File: src/rtl/axis_pkt_source.sv
// axis_pkt_source
//
// AXI-Stream master that emits one packet of arithmetic-progression words per
// start request. The first beat carries start_value; each later beat adds
// stride (wrapping mod 2^32). Every output comes straight from a register, so
// there is no combinational path from m00_axis_tready to tvalid/tdata/tlast.
//
// Ports
//   m00_axis_aclk      in   sole clock, rising edge
//   m00_axis_areset    in   synchronous active-high reset
//   start              in   one-cycle request, honoured only while idle
//   pkt_len            in   number of beats (sampled with start); 0 = empty packet
//   start_value        in   payload of the first beat (sampled with start)
//   stride             in   increment between beats (sampled with start)
//   busy               out  high while sending or finishing a packet
//   done               out  one-cycle pulse after the packet completes
//   m00_axis_tdata     out  beat payload
//   m00_axis_tstrb     out  byte strobes, always all ones
//   m00_axis_tvalid    out  beat valid
//   m00_axis_tready    in   downstream accepts the beat
//   m00_axis_tlast     out  final beat of the packet
//
// Optional build: define AXIS_PKT_SOURCE_STATS_EN to add
//   pkt_count          out  packets completed (final handshakes), wraps
//   stall_count        out  cycles with tvalid=1 and tready=0, wraps

module axis_pkt_source #(
    parameter int unsigned C_M00_AXIS_TDATA_WIDTH = 32,
    parameter int unsigned LEN_WIDTH              = 16
) (
    input  logic                                  m00_axis_aclk,
    input  logic                                  m00_axis_areset,
    input  logic                                  start,
    input  logic [LEN_WIDTH-1:0]                  pkt_len,
    input  logic [C_M00_AXIS_TDATA_WIDTH-1:0]     start_value,
    input  logic [C_M00_AXIS_TDATA_WIDTH-1:0]     stride,
    output logic                                  busy,
    output logic                                  done,
    output logic [C_M00_AXIS_TDATA_WIDTH-1:0]     m00_axis_tdata,
    output logic [(C_M00_AXIS_TDATA_WIDTH/8)-1:0] m00_axis_tstrb,
    output logic                                  m00_axis_tvalid,
    input  logic                                  m00_axis_tready,
    output logic                                  m00_axis_tlast
`ifdef AXIS_PKT_SOURCE_STATS_EN
    ,
    output logic [31:0]                           pkt_count,
    output logic [31:0]                           stall_count
`endif
);

    localparam logic [1:0] StIdle = 2'd0;
    localparam logic [1:0] StSend = 2'd1;
    localparam logic [1:0] StDone = 2'd2;

    logic [1:0]                        state_q, state_d;
    logic [C_M00_AXIS_TDATA_WIDTH-1:0] tdata_q, tdata_d;
    logic [C_M00_AXIS_TDATA_WIDTH-1:0] stride_q, stride_d;
    logic [LEN_WIDTH-1:0]              cnt_q, cnt_d;
    logic                              tvalid_q, tvalid_d;
    logic                              tlast_q, tlast_d;
    logic                              done_q, done_d;
    logic                              busy_q, busy_d;
    logic                              handshake;
    logic                              final_beat;

    assign handshake  = tvalid_q && m00_axis_tready;
    assign final_beat = (state_q == StSend) && handshake && (cnt_q == '0);

    always_comb begin
        state_d  = state_q;
        tdata_d  = tdata_q;
        stride_d = stride_q;
        cnt_d    = cnt_q;
        tvalid_d = tvalid_q;
        tlast_d  = tlast_q;
        done_d   = 1'b0;

        case (state_q)
            StIdle: begin
                if (start) begin
                    if (pkt_len != '0) begin
                        state_d  = StSend;
                        tdata_d  = start_value;
                        stride_d = stride;
                        cnt_d    = pkt_len - LEN_WIDTH'(1);
                        tvalid_d = 1'b1;
                        tlast_d  = (pkt_len == LEN_WIDTH'(1));
                    end else begin
                        // Empty packet: enter DONE with the pulse still pending,
                        // so DONE lasts two cycles and done fires on the second.
                        state_d = StDone;
                    end
                end
            end

            StSend: begin
                if (handshake) begin
                    if (cnt_q == '0) begin
                        state_d  = StDone;
                        tvalid_d = 1'b0;
                        tlast_d  = 1'b0;
                        done_d   = 1'b1;
                    end else begin
                        tdata_d = tdata_q + stride_q;
                        cnt_d   = cnt_q - LEN_WIDTH'(1);
                        tlast_d = (cnt_q == LEN_WIDTH'(1));
                    end
                end
            end

            StDone: begin
                if (done_q) begin
                    state_d = StIdle;
                end else begin
                    done_d = 1'b1;
                end
            end

            default: begin
                state_d  = StIdle;
                tvalid_d = 1'b0;
                tlast_d  = 1'b0;
            end
        endcase

        busy_d = (state_d == StSend) || (state_d == StDone);
    end

    always_ff @(posedge m00_axis_aclk) begin
        if (m00_axis_areset) begin
            state_q  <= StIdle;
            tdata_q  <= '0;
            stride_q <= '0;
            cnt_q    <= '0;
            tvalid_q <= 1'b0;
            tlast_q  <= 1'b0;
            done_q   <= 1'b0;
            busy_q   <= 1'b0;
        end else begin
            state_q  <= state_d;
            tdata_q  <= tdata_d;
            stride_q <= stride_d;
            cnt_q    <= cnt_d;
            tvalid_q <= tvalid_d;
            tlast_q  <= tlast_d;
            done_q   <= done_d;
            busy_q   <= busy_d;
        end
    end

    assign busy            = busy_q;
    assign done            = done_q;
    assign m00_axis_tdata  = tdata_q;
    assign m00_axis_tstrb  = '1;
    assign m00_axis_tvalid = tvalid_q;
    assign m00_axis_tlast  = tlast_q;

`ifdef AXIS_PKT_SOURCE_STATS_EN
    logic [31:0] pkt_count_q;
    logic [31:0] stall_count_q;

    always_ff @(posedge m00_axis_aclk) begin
        if (m00_axis_areset) begin
            pkt_count_q   <= '0;
            stall_count_q <= '0;
        end else begin
            if (final_beat) begin
                pkt_count_q <= pkt_count_q + 32'd1;
            end
            if (tvalid_q && !m00_axis_tready) begin
                stall_count_q <= stall_count_q + 32'd1;
            end
        end
    end

    assign pkt_count   = pkt_count_q;
    assign stall_count = stall_count_q;
`else
    // final_beat only feeds the statistics counters.
    logic unused_final_beat;
    assign unused_final_beat = final_beat;
`endif

endmodule

File: config.mk
export PLATFORM = sky130hd
export DESIGN_NAME = axis_pkt_source
export DESIGN_NICKNAME = d
export VERILOG_FILES = /design/src/rtl/axis_pkt_source.sv
export SDC_FILE = /design/constraint.sdc
export NUM_CORES = 1
export LEC_CHECK = 0
export BUFFER_PORTS_ARGS = -buffer_cell sky130_fd_sc_hd__buf_2
export CAP_MARGIN = 20
export CORE_MARGIN = 3
export CORE_UTILIZATION = 55
export DETAILED_ROUTE_END_ITERATION = 12
export PLACE_DENSITY = 0.8
export SYNTH_ARGS = -nofsm -noshare
export SYNTH_HDL_FRONTEND = slang
export SYNTH_SLANG_ARGS = --single-unit
File: constraint.sdc
create_clock -name m00_axis_aclk -period 3.5 [get_ports m00_axis_aclk]
set_clock_uncertainty 0.15 [all_clocks]
set_input_delay 0.7 -clock m00_axis_aclk [delete_from_list [all_inputs] [get_ports m00_axis_aclk]]
set_output_delay 0.7 -clock m00_axis_aclk [all_outputs]
set_load 0.01 [all_outputs]
# ---- After elaboration in Yosys (flattened, before gate mapping)
# Cells that the tools add are included.
dict set report word_totals {
  reg_bits 86
  out_inout_bits 40
  elab_cells 63
}
dict set report classes {
  n_addsub 3
  eq_ne 11
  n_mux 30
  n_bitwise 1
  reduce_logical 10
}
# op count
set op_table {}
lappend op_table {{32-bit 2-to-1 mux} 4}
lappend op_table {{16-bit 2-to-1 mux} 4}
lappend op_table {{32-bit one-hot mux with 2 select lines} 1}
lappend op_table {{32-bit adder} 1}
lappend op_table {{16-bit by 1-bit == test with 1-bit output, second input constant} 2}
lappend op_table {{16-bit one-hot mux with 2 select lines} 1}
lappend op_table {{16-bit by 1-bit subtractor with 16-bit output, second input constant} 2}
lappend op_table {{16-bit logical NOT} 1}
lappend op_table {{16-bit nonzero test} 1}
lappend op_table {{1-bit 2-to-1 mux} 11}
lappend op_table {{2-bit 2-to-1 mux} 5}
lappend op_table {{5-bit AND reduction} 2}
lappend op_table {{2-bit != test, second input constant} 4}
lappend op_table {{1-bit one-hot mux with 3 select lines} 2}
lappend op_table {{2-bit one-hot mux with 3 select lines} 1}
lappend op_table {{2-bit by 1-bit == test with 1-bit output, second input constant} 2}
lappend op_table {{2-bit == test, second input constant} 2}
lappend op_table {{4-bit AND reduction} 1}
lappend op_table {{3-bit AND reduction} 1}
lappend op_table {{2-bit logical NOT} 1}
lappend op_table {{2-bit by 1-bit != test with 1-bit output, second input constant} 1}
lappend op_table {{1-bit one-hot mux with 2 select lines} 1}
lappend op_table {{2-bit nonzero test} 1}
lappend op_table {{1-bit logical AND} 1}
lappend op_table {{2 further kinds} 2}

# ---- Logic depth before layout (Yosys ltp)
dict set report logic_depth {
  word_depth 6
  depth_mapped 11
  ltp_nobuf 11
}

# ---- Worst setup path before layout
# OpenSTA, ideal clock, no wires.
dict set report synth_path {
  kind {register to register}
  start {register tdata_q[0] (netlist: m00_axis_tdata[0])}
  end {register tdata_q[30] (netlist: m00_axis_tdata[30])}
  setup_ps 121
  t_arrival_ps 2808
  setup_slack_ps 421
  stages_incl_launch_ff 12
  path_buffers 0
  period_less_slack_ps 3079
  cell_sequence {dfxtp_1 > ha_1 > fa_1 > a21oi_2 > o211a_1 > nor4_2 > and3_1 > o41a_4 > a311o_1 > o31ai_2 > xor2_1 > o21ai_1}
}
dict set report synth_via {
  elab_chain_cells 4
}
# item line
set synth_lines {}
lappend synth_lines {{start, declared} 56} ;# logic [C_M00_AXIS_TDATA_WIDTH-1:0] tdata_q, tdata_d;
lappend synth_lines {{start signal, assigned} 141} ;# tdata_q <= tdata_d;
lappend synth_lines {{32-bit adder} 104} ;# tdata_d = tdata_q + stride_q;
lappend synth_lines {{32-bit 2-to-1 mux} 98} ;# if (cnt_q == '0) begin
lappend synth_lines {{32-bit 2-to-1 mux} 97} ;# if (handshake) begin
lappend synth_lines {{32-bit one-hot mux with 2 select lines} 78} ;# case (state_q)
# Every way passes these cells. The select of a mux whose other input is x is not followed.
# A chain may end at the register's enable or synchronous reset.

# ---- Final worst setup path
# Ends and elaborated chain as after synthesis.

==> results.sh <==
export IMPL_rsz0062_at_grt="false"
export IMPL_post_route_period_util_pct=91.9
export IMPL_yosysSeqAreaShare_pct=29.7
export IMPL_post_cts_buffers=0
export IMPL_die_h_um=109
export IMPL_grt_pass1_wl_mm=24.7
export IMPL_yosys_most_used_dff="dfxtp_1"
export IMPL_p_total_w=0.00315
export IMPL_max_freq_mhz=311
export IMPL_min_period_ns=3.22
export IMPL_hold_path_depth=2
export IMPL_initial_core_util_pct=58.0
export IMPL_synth_edff_count=0
export IMPL_overflow=0
export IMPL_required_ns=3.60
export IMPL_syn_area_um2=5800
export IMPL_cts_buffers=9
export IMPL_hold_viol=0
export IMPL_final_fill_count=900
export IMPL_cp_end_kind="register"
export IMPL_rows=36
export IMPL_clkSinkCount=86
export IMPL_ir_drop_v=0.000293
export IMPL_die_w_um=109
export IMPL_htree_levels=3
export IMPL_hold_path_class="reg -> reg"
export IMPL_viasPerCell=5.80
export IMPL_synth_seq_cells=86
export IMPL_cp_start_kind="register"
export IMPL_syn_to_final_growth_pct=15.0
export IMPL_p_leak_nw=2.95
export IMPL_ys_warn_count=0
export IMPL_drtAntennaViolNets=0
export IMPL_grt_max_degree=80
export IMPL_relSlewSlack_pct=48.9
export IMPL_reg2reg_depth=11
export IMPL_dpl_worst_slack_ns=0.293
export IMPL_grt_pass1_vias=5322
export IMPL_setup_violations=0
export IMPL_drc=0
export IMPL_cts_hold_repair_buffers=0
export IMPL_clk_pin_slew_ns=0.09
export IMPL_cts_buffer_depth=2
export IMPL_tightest_slew_ns=0.766
export IMPL_cts_tree="built"
export IMPL_cts_resized_gates=0
export IMPL_syn_area_per_cell_um2=7.73
export IMPL_wire_per_inst_um=15.4
export IMPL_coreArea_um2=10000
export IMPL_place_congestion=0.895
export IMPL_dr_first_iter_drc_count=320
export IMPL_drt_pass1_iterations=5
export IMPL_status="finished, final reports clean"
export IMPL_setup_ws_ns=0.282
export IMPL_async_reset_ff_share_pct=0
export IMPL_io_pins=124
export IMPL_yosysUniqueCellTypes=68
export IMPL_netlist_instances=750
export IMPL_cp_data_arrival_time_ns=3.32
export IMPL_slew_violations=0
export IMPL_dieArea_um2=11800
export IMPL_setup_tns_ns=0
export IMPL_clockRootBuffer="clkbuf_8"
export IMPL_fin_nets=975
export IMPL_drive_gt1_share_pct=19.7
export IMPL_routed_wl_mm=15.2
export IMPL_p_per_area_nw_per_um2=473
export IMPL_antenna_found_initial=0
export IMPL_vias=5725
export IMPL_path_class="reg -> reg"
export IMPL_clkLatencyLatePin_ns=0.36
export IMPL_drv_cap=0
export IMPL_antenna_diode_count=0
export IMPL_io_buffers=119
export IMPL_crit_fanout=4
export IMPL_hpwl_mm=11.3
export IMPL_grt_util_all_layers_pct=25.8
flip-flops by register name, indices dropped and copies added, names as in the netlist:
name	flops
m00_axis_tdata	32
stride_q	32
cnt_q	16
state_q	2
busy	1
done	1
m00_axis_tlast	1
m00_axis_tvalid	1
critical path, cell delays in order (launching register included):
cell and delay, ns:
dfxtp_1 0.33, ha_1 0.24, fa_1 0.43, a21oi_2 0.19, o211a_1 0.21, nor4_2 0.07
and3_1 0.21, o41a_4 0.46, a311o_1 0.36, o31ai_2 0.20, xor2_1 0.17, o21ai_1 0.08
cell type report:
class | instances | area, um2 | share of cell area, %
clock buffer | 9 | 124 | 1.86
inverter | 17 | 63.8 | 0.957
timing repair buffer | 128 | 676 | 10.1
multi-input combinational | 608 | 3850 | 57.8
clock inverter | 6 | 63.8 | 0.957
sequential | 86 | 1720 | 25.8
tap | 133 | 166 | 2.50
synth_stat cells (17+ instances only):
cell | number | area, um2
nand3_1 | 18 | 90.1
nor2_1 | 47 | 176
ha_1 | 40 | 500
a211oi_1 | 25 | 188
xnor2_1 | 22 | 193
a21oi_1 | 91 | 455
xor2_1 | 19 | 166
mux2i_1 | 23 | 230
nand2_1 | 120 | 450
o21ai_0 | 50 | 250
inv_1 | 17 | 63.8
dfxtp_1 | 86 | 1720
clkbuf_1 | 27 | 101
path summary, 6_finish.rpt:
| kind | start | end | slack, ns |
|---|---|---|---|
| min | stride_q[26] | stride_q[26] | 0.31 |
| max reg2reg | m00_axis_tdata[0] | m00_axis_tdata[30] | 0.28 |
| min reg2reg | stride_q[26] | stride_q[26] | 0.31 |
| max | m00_axis_tdata[0] | m00_axis_tdata[30] | 0.28 |
cell families (layout without fill, tap and decap cells):
group                    Yosys count  in the layout  share of synthesized area (%)
other                              1              4                         0.0647
buffers and inverters             59            160                           4.30
multiplexers                      24             24                           4.17
AO/OA/AOI/OAI                    243            243                           26.0
XOR/XNOR                          41             41                           6.20
AND/OR/NAND/NOR                  255            255                           20.6
flip-flops                        86             86                           29.7
adder cells (fa/ha/maj)           41             41                           8.98
cells in the final DEF (no fill, tap or decap), types with 4 or more instances in the layout:
master,count
nand2b_1,9
a31oi_1,8
o21a_1,8
buf_2,119
nor3_1,13
a21oi_1,91
xnor2_1,22
clkbuf_8,9
a211oi_1,25
buf_4,8
nand3_1,18
o21ai_0,50
mux2i_1,23
o21ai_1,6
conb_1,4
inv_1,17
nand2_1,120
xor2_1,19
o22ai_1,6
nor4_1,6
a21o_1,12
nor2_1,47
and3_1,6
a22oi_1,4
nor2b_1,5
ha_1,39
or3_1,4
dfxtp_1,86
or2_2,4
power by group:
part	leakage [nW]	internal [W]	total (W)	switching [W]
Combinational	2.15	0.000499	0.00122	0.000722
Clock	0.0911	0.000325	0.000696	0.000372
Sequential	0.709	0.00112	0.00124	0.000121
metrics by stage:
stage | cells | instance area, um2 | utilization [%] | hold WS, ns
after global placement | 972 | 6480 | 64.8 | 0.298
after floorplan | 753 | 5810 | - | 0.290
after detailed placement | 972 | 6480 | 64.8 | 0.303
final | 987 | 6670 | 66.7 | 0.313
after CTS | 987 | 6670 | 66.7 | 0.316
after global routing | 987 | 6670 | 66.7 | 0.331
per-layer routing:
layer  up-vias  wire length [um]  share of wire [%]  track usage (%)
li1       2877                 -                  -                -
met1      2623              6700                 44             34.0
met2       204              7260                 48             42.9
met3        21              1050                6.9             4.68
met4         0               244                1.6             8.66
met5         -                 0                  0                0
No activity file was read; power rests on OpenSTA's default activity.
